===== config.mk =====
export PLATFORM = sky130hd
export DESIGN_NAME = stack_mem_ctrl
export DESIGN_NICKNAME = d
export VERILOG_FILES = /design/src/rtl/stack_mem_pkg.sv /design/src/rtl/stack_ptr_unit.sv /design/src/rtl/stack_mem_ctrl.sv
export SDC_FILE = /design/constraint.sdc
export NUM_CORES = 1
export LEC_CHECK = 0
export ABC_AREA = 1
export CAP_MARGIN = 5
export CORE_UTILIZATION = 45
export DETAILED_ROUTE_END_ITERATION = 8
export GPL_TIMING_DRIVEN = 0
export PLACE_DENSITY = 0.77
export SYNTH_ARGS = -nofsm -noshare
export SYNTH_HDL_FRONTEND = slang
export SYNTH_SLANG_ARGS = --single-unit

===== constraint.sdc =====
create_clock -name clk -period 3.49 [get_ports clk]
set_input_delay 0.698 -clock clk [delete_from_list [all_inputs] [get_ports clk]]
set_output_delay 0.698 -clock clk [all_outputs]
set_load 0.05 [all_outputs]

===== src/rtl/stack_mem_pkg.sv =====
`default_nettype none
// ============================================================================
//  Module   : stack_mem_pkg
//  Purpose  : Command opcodes and FSM state encodings for stack_mem_ctrl.
//  Revision : 1.0
// ============================================================================
package stack_mem_pkg;

   localparam int OP_W    = 3;
   localparam int STATE_W = 2;

   typedef enum logic [OP_W-1:0] {
      OP_NOP   = 3'd0,
      OP_PUSH  = 3'd1,
      OP_POP   = 3'd2,
      OP_POP2  = 3'd3,
      OP_PEEK  = 3'd4,
      OP_LOAD  = 3'd5,
      OP_STORE = 3'd6,
      OP_RSVD  = 3'd7
   } op_e;

   typedef enum logic [STATE_W-1:0] {
      ST_IDLE = 2'd0,
      ST_ACC1 = 2'd1,
      ST_ACC2 = 2'd2,
      ST_RESP = 2'd3
   } state_e;

endpackage
`default_nettype wire


===== src/rtl/stack_ptr_unit.sv =====
`default_nettype none
// ============================================================================
//  Module   : stack_ptr_unit
//  Purpose  : Saturating stack entry counter with full/empty/lt2 flags and sp.
//  Revision : 1.0
// ============================================================================
module stack_ptr_unit #(
   parameter int ABITS       = 32,
   parameter int STACK_BASE  = 768,
   parameter int STACK_DEPTH = 256
) (
   input  logic             clk,
   input  logic             rst,
   input  logic             inc_i,
   input  logic             dec_i,
   input  logic             dec2_i,
   output logic             full_o,
   output logic             empty_o,
   output logic             lt2_o,
   output logic [ABITS-1:0] sp_o
);

   localparam int               CBITS   = $clog2(STACK_DEPTH + 1);
   localparam logic [CBITS-1:0] C_DEPTH = CBITS'(STACK_DEPTH);

   logic [CBITS-1:0] count_q;
   logic [CBITS-1:0] count_d;

   assign full_o  = (count_q == C_DEPTH);
   assign empty_o = (count_q == '0);
   assign lt2_o   = (count_q < CBITS'(2));
   assign sp_o    = ABITS'(STACK_BASE) + ABITS'(count_q);

   // Never wraps: requests that would cross either bound are ignored.
   always_comb begin
      count_d = count_q;
      if (inc_i && !full_o) begin
         count_d = count_q + CBITS'(1);
      end else if (dec2_i && !lt2_o) begin
         count_d = count_q - CBITS'(2);
      end else if (dec_i && !empty_o) begin
         count_d = count_q - CBITS'(1);
      end
   end

   always_ff @(posedge clk) begin
      if (rst) begin
         count_q <= '0;
      end else begin
         count_q <= count_d;
      end
   end

endmodule
`default_nettype wire


===== src/rtl/stack_mem_ctrl.sv =====
`default_nettype none
// ============================================================================
//  Module   : stack_mem_ctrl
//  Purpose  : Stack/load/store command engine driving the data_mem port.
//  Revision : 1.0
// ============================================================================
module stack_mem_ctrl
   import stack_mem_pkg::*;
#(
   parameter int DBITS       = 32,
   parameter int ABITS       = 32,
   parameter int STACK_BASE  = 768,
   parameter int STACK_DEPTH = 256
) (
   input  logic             clk,
   input  logic             rst,
   input  logic             cmd_valid,
   output logic             cmd_ready,
   input  logic [2:0]       cmd_op,
   input  logic [DBITS-1:0] cmd_data,
   input  logic [ABITS-1:0] cmd_addr,
   output logic             rsp_valid,
   input  logic             rsp_ready,
   output logic [DBITS-1:0] rsp_data,
   output logic [DBITS-1:0] rsp_data2,
   output logic             rsp_err,
   output logic             err_ovf,
   output logic             err_udf,
   output logic [ABITS-1:0] sp,
   output logic             mem_en,
   output logic             mem_we,
   output logic [ABITS-1:0] mem_addr,
   output logic [DBITS-1:0] mem_din,
   input  logic [DBITS-1:0] mem_dout
);

   state_e           state_q;
   op_e              op_q;
   logic             en_q;
   logic             we_q;
   logic [ABITS-1:0] addr_q;
   logic [DBITS-1:0] din_q;
   logic [DBITS-1:0] rdata_q;
   logic [DBITS-1:0] rdata2_q;
   logic             rsp_valid_q;
   logic             rsp_err_q;
   logic             ovf_q;
   logic             udf_q;

   logic             full;
   logic             empty;
   logic             lt2;
   logic             ptr_inc;
   logic             ptr_dec;
   logic             accept;
   op_e              new_op;
   logic             new_mem;
   logic             new_we;
   logic             new_ovf;
   logic             new_udf;
   logic [ABITS-1:0] new_addr;

   assign new_op    = op_e'(cmd_op);
   assign cmd_ready = (state_q == ST_IDLE);
   assign accept    = cmd_valid && cmd_ready;

   // Decode of the offered command, evaluated against the current stack fill.
   always_comb begin
      new_mem  = 1'b0;
      new_we   = 1'b0;
      new_ovf  = 1'b0;
      new_udf  = 1'b0;
      new_addr = cmd_addr;
      case (new_op)
         OP_PUSH: begin
            new_mem  = 1'b1;
            new_we   = 1'b1;
            new_ovf  = full;
            new_addr = sp;
         end
         OP_POP, OP_PEEK: begin
            new_mem  = 1'b1;
            new_udf  = empty;
            new_addr = sp - ABITS'(1);
         end
         OP_POP2: begin
            new_mem  = 1'b1;
            new_udf  = lt2;
            new_addr = sp - ABITS'(1);
         end
         OP_LOAD: begin
            new_mem  = 1'b1;
         end
         OP_STORE: begin
            new_mem  = 1'b1;
            new_we   = 1'b1;
         end
         default: begin
            new_mem  = 1'b0;
         end
      endcase
   end

   assign ptr_inc = (state_q == ST_ACC1) && (op_q == OP_PUSH);
   assign ptr_dec = ((state_q == ST_ACC1) && ((op_q == OP_POP) || (op_q == OP_POP2)))
                 || (state_q == ST_ACC2);

   stack_ptr_unit #(
      .ABITS       (ABITS),
      .STACK_BASE  (STACK_BASE),
      .STACK_DEPTH (STACK_DEPTH)
   ) u_ptr (
      .clk     (clk),
      .rst     (rst),
      .inc_i   (ptr_inc),
      .dec_i   (ptr_dec),
      .dec2_i  (1'b0),
      .full_o  (full),
      .empty_o (empty),
      .lt2_o   (lt2),
      .sp_o    (sp)
   );

   always_ff @(posedge clk) begin
      if (rst) begin
         state_q     <= ST_IDLE;
         op_q        <= OP_NOP;
         en_q        <= 1'b0;
         we_q        <= 1'b0;
         addr_q      <= '0;
         din_q       <= '0;
         rdata_q     <= '0;
         rdata2_q    <= '0;
         rsp_valid_q <= 1'b0;
         rsp_err_q   <= 1'b0;
         ovf_q       <= 1'b0;
         udf_q       <= 1'b0;
      end else begin
         case (state_q)
            ST_IDLE: begin
               if (accept && new_mem) begin
                  op_q     <= new_op;
                  rdata_q  <= '0;
                  rdata2_q <= '0;
                  if (new_ovf || new_udf) begin
                     ovf_q       <= ovf_q | new_ovf;
                     udf_q       <= udf_q | new_udf;
                     rsp_err_q   <= 1'b1;
                     rsp_valid_q <= 1'b1;
                     state_q     <= ST_RESP;
                  end else begin
                     rsp_err_q <= 1'b0;
                     en_q      <= 1'b1;
                     we_q      <= new_we;
                     addr_q    <= new_addr;
                     din_q     <= new_we ? cmd_data : '0;
                     state_q   <= ST_ACC1;
                  end
               end
            end
            ST_ACC1: begin
               if (!we_q) begin
                  rdata_q <= mem_dout;
               end
               we_q <= 1'b0;
               // Second POP2 read sits one below the first (old sp-2).
               if (op_q == OP_POP2) begin
                  addr_q  <= addr_q - ABITS'(1);
                  state_q <= ST_ACC2;
               end else begin
                  en_q        <= 1'b0;
                  rsp_valid_q <= 1'b1;
                  state_q     <= ST_RESP;
               end
            end
            ST_ACC2: begin
               rdata2_q    <= mem_dout;
               en_q        <= 1'b0;
               rsp_valid_q <= 1'b1;
               state_q     <= ST_RESP;
            end
            ST_RESP: begin
               if (rsp_ready) begin
                  rsp_valid_q <= 1'b0;
                  state_q     <= ST_IDLE;
               end
            end
            default: begin
               state_q <= ST_IDLE;
            end
         endcase
      end
   end

   assign rsp_valid = rsp_valid_q;
   assign rsp_err   = rsp_err_q;
   assign rsp_data  = rdata_q;
   assign rsp_data2 = rdata2_q;
   assign err_ovf   = ovf_q;
   assign err_udf   = udf_q;
   assign mem_en    = en_q;
   // Gating with rst keeps an interrupted write from landing.
   assign mem_we    = we_q & ~rst;
   assign mem_addr  = addr_q;
   assign mem_din   = din_q;

endmodule
`default_nettype wire


=== Word-level counts from Yosys, hierarchy flattened ===
Index checks and enable logic that the tools add are counted.

* Register bits after elaboration: 148
* Latch bits: 0
* Memory bits (writable): 0
* Bits in read-only memories: 0
* Bits of input ports: 103
* Logic and storage cells: 109
* Memories kept: 0

* $add $sub $neg: 5
* Multiply operators: 0
* Divide/modulo/power cells: 0
* $lt $le $gt $ge: 1
* Equality and inequality tests: 20
* Shifts and indexed selects: 0
* Mux-type cells: 34
* Bitwise operators: 5
* Reduce and logical (&&, ||, !) cells: 31

{| class="wikitable"
|+ Operator list
! cell !! number
|-
| 32-bit case mux with 2 select lines || 4
|-
| 32-bit 2-to-1 mux || 6
|-
| 32-bit by 1-bit subtractor with 32-bit output (second input constant) || 2
|-
| 9-bit 2-to-1 mux || 2
|-
| 1-bit 2-to-1 mux || 14
|-
| 3-bit by 2-bit == test with 1-bit output (second input constant) || 4
|-
| 3-bit AND reduction || 4
|-
| 4-bit AND reduction || 3
|-
| 10-bit by 9-bit adder with 11-bit output (first input constant) || 1
|-
| 9-bit by 1-bit adder with 9-bit output (second input constant) || 1
|-
| 3-bit == test (second input constant) || 3
|-
| 9-bit == test (second input constant) || 1
|-
| 9-bit zero test || 1
|-
| 9-bit by 2-bit < comparator with 1-bit output (second input constant) || 1
|-
| 9-bit by 1-bit subtractor with 9-bit output (second input constant) || 1
|-
| 2-bit inequality test (second input constant) || 4
|-
| 2-bit case mux with 4 select lines || 1
|-
| 3-bit by 1-bit == test with 1-bit output (second input constant) || 2
|-
| 1-bit logical AND || 6
|-
| 2-bit 2-to-1 mux || 3
|-
| 2-bit by 1-bit inequality test with 1-bit output (second input constant) || 3
|-
| 2-bit AND reduction || 3
|-
| 2-bit nonzero test || 3
|-
| 6-bit OR reduction || 1
|-
| other kinds (14) || 22
|}

=== Logic depth before layout (Yosys ltp) ===
* Word-level depth: 7
* Gate-level depth with buffers: 16
* Depth with buffers taken out: 16

=== By module ===
A second synthesis with hierarchy kept.

* Cells, all modules: 1,449
* Area, all modules: 9,150.0 um^2

{| class="wikitable"
|+ Modules (own cells, without submodules)
! module !! instances !! cells an instance !! area an instance (um^2) !! seq. area each (um^2)
|-
| stack_mem_ctrl || 1 || 1,257 || 7,911.3 || 2,782.7
|-
| stack_ptr_unit || 1 || 192 || 1,238.7 || 180.2
|}

=== Worst setup path before layout ===
No wires, ideal clock.

* Path kind: flip-flop to flip-flop
* Start: register u_ptr.count_q[0]
* End: register u_ptr.count_q[8]
* Setup time: 0.114 ns
* Arrival: 2.733 ns
* Setup slack: 0.642 ns
* Cell stages (with the launch flop): 17
* Buffers on the path: 0
* Period minus slack after synthesis: 2.848 ns
* Path through: dfxtp_1 inv_1 ha_1 nand2_2 nor2_4 a21oi_2 inv_1 ha_1 nand2_1 o21ai_0 nand2_1 nand3_1 o21ai_0 nand2_1 nand2_1 nand2_1 nor2_1

* Cells in the longest elaborated chain, start to end: 4

{| class="wikitable"
|+ RTL lines
! element !! RTL line !! source
|-
| start: declaration || stack_ptr_unit.sv:26 || <nowiki>logic [CBITS-1:0] count_q;</nowiki>
|-
| start signal: assignment || stack_ptr_unit.sv:50 || <nowiki>count_q <= count_d;</nowiki>
|-
| parallel branches: the longest is 4 deep, another holds 9-bit by 1-bit subtractor with 9-bit output || -- ||
|}

Several ways; the timed one is not identified. The select of a mux whose other input is x is not followed.
A chain may end at the register's enable or synchronous reset.

=== Worst setup path after layout ===
* Start: input rst
* End: output mem_we

* Cells in the longest elaborated chain, start to end: 2

{| class="wikitable"
|+ RTL lines
! element !! RTL line !! source
|-
| start: declaration || stack_mem_ctrl.sv:16 || <nowiki>input logic rst,</nowiki>
|-
| 1-bit NOT || stack_mem_ctrl.sv:203 || <nowiki>assign mem_we = we_q & ~rst;</nowiki>
|-
| 1-bit bitwise AND || stack_mem_ctrl.sv:203 ||
|-
| end: declaration || stack_mem_ctrl.sv:31 || <nowiki>output logic mem_we,</nowiki>
|}

Every way passes these cells.

==> metrics.md <==
| Metric | Value |
|---|---|
| Most common cell in the netlist | `nand2_1` |
| Maximum vdd drop | `about 0.47 mV` |
| Clk_skew | `around 0.012 ns` |
| Setup TNS | `0 ns` |
| CTS Root Cell | `clkbuf_16` |
| Post-synthesis cell area | `0.00805 sq mm` |
| Power Density | `between 800 and 900 mW/mm^2` |
| DR pass1 iterations | `5` |
| YS warnings | `0` |
| Worst-skew pair later-pin latency | `0.43 ns` |
| Crit path DAT | `about 2.4 ns` |
| Worst-path fanout max | `10` |
| Nature of the critical path startpoint | `primary input` |
| Reg2reg path depth | `16` |
| Leading area contributor after synthesis | `dfxtp_1` |
| Gpl congestion | `between 0.9 and 1` |
| Max-Cap Viols | `0` |
| XOR/XNOR Fraction of Synth Area | `0.0131` |
| Clock-pin slew on the worst setup and hold paths | `0.07 ns` |
| Initial Utilization | `0.464` |
| Mux cell area share after synthesis | `0` |
| Max Slew Vio Count | `0` |
| Via density | `around 5.3` |
| Combinational family with the most area after synthesis | `simple AND/OR/NAND/NOR gates` |
| Hold depth | `2` |
| Worst endpoint required time | `about 2.8 ns` |
| TritonCTS Buffers | `17` |
| Residual DRC | `0` |
| Status | `finished clean` |
| Share of cells above drive strength 1 | `0.0781` |
| Seq/Total Area, Yosys | `0.368` |
| Post-synth EDFFs | `0` |
| Die span in x | `around 140 um` |
| Dpl cells | `~1.7k` |
| Post-synth cell types | `39` |
| Starting DRT DRC Count | `roughly 570` |
| GRT Total Usage | `0.303` |
| IO buf count | `about 250` |
| Die height | `approximately 140 um` |
| Final wirelength | `27.7 mm` |
| Clock sink count | `between 100 and 150` |
| RSZ-0062 raised after global routing | `false` |
| Routed Antenna Nets | `0` |
| Synth top area cells | `dfxtp_1 (37%), nand3_1 (14%), nand2_1 (12%), nor2_1 (6.4%), a21oi_1 (6.0%)` |
| FF-to-FF Start | `u_ptr.count_q[0]` |
| Share of flip-flops with an asynchronous set or reset | `0` |
| Post-CTS Setup Bufs | `0` |
| Critical path type | `in -> out` |
| Synth Area in Compound Gates | `0.117` |
| Clk buf depth | `2` |
| WL/cell | `16.1 um` |
| Final cell count without fillers | `around 1.7k` |
| Via count | `9078` |
| Syn Area/Cell | `roughly 6.7 sq um` |
| Worst-Margin Slew | `~0.79 ns` |
| Pre-CTS setup slack | `0.451 ns` |
| Crit path from | `rst` |
| Tcrit/Tclk final | `0.881` |
| Grt total ovfl | `0` |
| CP Capture Type | `output pin` |
| Post-synthesis simple-gate area fraction | `0.370` |
| Initial antenna violation count | `0` |
| CTS resizes | `0` |
| Final WS setup | `~0.42 ns` |
| Post-synth top cells | `nand2_1 (266), nand3_1 (228), dfxtp_1 (148)` |
| Post-DP HPWL | `roughly 21 mm` |
| Die Area | `0.0184 sq mm` |
| Cells after Synth | `approximately 1.2k` |
| P&R area growth vs syn | `42.5%` |
| Hold Crit Class | `reg -> reg` |
| Vias in the first global route | `8539` |
| Final setup vio count | `0` |
| Tmin final | `approximately 3 ns` |
| FMAX | `0.325 GHz` |
| Slew headroom | `0.472` |
| CTS tree | `done` |
| Core box area | `0.0174 sq mm` |
| Hold Crit Start | `rsp_valid` |
| Global-route wire length before repair | `between 40 and 50 mm` |
| Util after Layout | `0.661` |
| Rows | `between 40 and 50` |
| Leak | `around 0.0048 uW` |
| Largest net degree at the start of global routing | `17` |
| N_diodes | `0` |
| Top Ports | `270` |
| Final Hold Viols | `0` |
| Post-Synth Adder-Cell Area | `0.0274` |
| Predominant post-synthesis flop cell | `dfxtp_1` |
| Htree depth | `4` |
| #FFs+latches synth | `around 150` |
| # hold bufs at CTS | `0` |
| Layout net count | `approximately 1.6k` |
| Synth top area share | `0.368` |
[per-stage QoR]
stage               area (sq um)  hold WS (ns)  power [uW]
floorplan                   8120         0.463        5840
global placement           10900         0.452        7320
detailed placement         10900         0.455        7380
CTS                        11500         0.466        9250
global route               11500         0.485        9860
finish                     11500         0.462        9280
[state kept, by name, summed over array words and instances, names as in the netlist]
name,flops
err_ovf,1
state_q,2
we_q,1
mem_en,1
rsp_err,1
rsp_valid,1
rsp_data,32
err_udf,1
u_ptr.count_q,9
rsp_data2,32
op_q,3
mem_din,32
mem_addr,32
[kinds of logic after synthesis]
| kind of cell | after synthesis |
|---|---|
| xor gates and xnor gates | 12 |
| other | 1 |
| and+or+nand+nor | 674 |
| AOI/OAI and AO/OA | 181 |
| adders and majority gates | 17 |
| buffers and inverters | 167 |
| DFF | 148 |
[power by group]
part	internal (uW)	switching (uW)	leakage, uW	total [uW]
logic	1640	3490	0.00326	5130
clock network	1030	839	0.000283	1870
registers	1990	291	0.00120	2280
[critical path, stage by stage]
cell and delay (ns):
clkbuf_1 0.29, clkbuf_1 0.50, nor2_1 0.12, clkdlybuf4s50_1 0.76
[layout make-up]
| class | count | area, sq um |
|---|---|---|
| well taps | 225 | 282 |
| clock inverters | 14 | 150 |
| plain buffers | 92 | 556 |
| repair buffers | 247 | 2470 |
| inverters | 75 | 282 |
| flip-flops and latches | 148 | 2960 |
| fillers | 1602 | 5890 |
| clock buffers | 18 | 439 |
| multi-input cells | 905 | 4320 |
[layer usage]
metal	part of all wire	track usage	routed length [um]
met3	0.081	0.0748	2240
met2	0.47	0.506	13100
met5	0	0	0
met4	0.033	0.130	908
met1	0.41	0.366	11500
[cells in the final DEF (no fill, tap or decap), drive strengths merged, types with 2 or more instances in the layout]
cell type / count
ha: 16
nand4: 13
buf: 62
nand3b: 2
xor2: 8
xnor2: 4
clkbuf: 48
nor3: 4
a21oi: 98
nand2: 277
nor2: 144
clkinvlp: 3
nand3: 233
a31oi: 2
o21ai: 75
clkdlybuf4s50: 247
dfxtp: 148
inv: 85
conb: 21
[final timing paths]
path / slack [ns] / end
setup reg to reg: 0.65 / u_ptr.count_q[8]
setup / recovery: 0.42 / mem_we
hold / removal: 0.46 / rsp_valid
hold reg to reg: 0.46 / rsp_valid
Power figures use the tool's default switching activity.
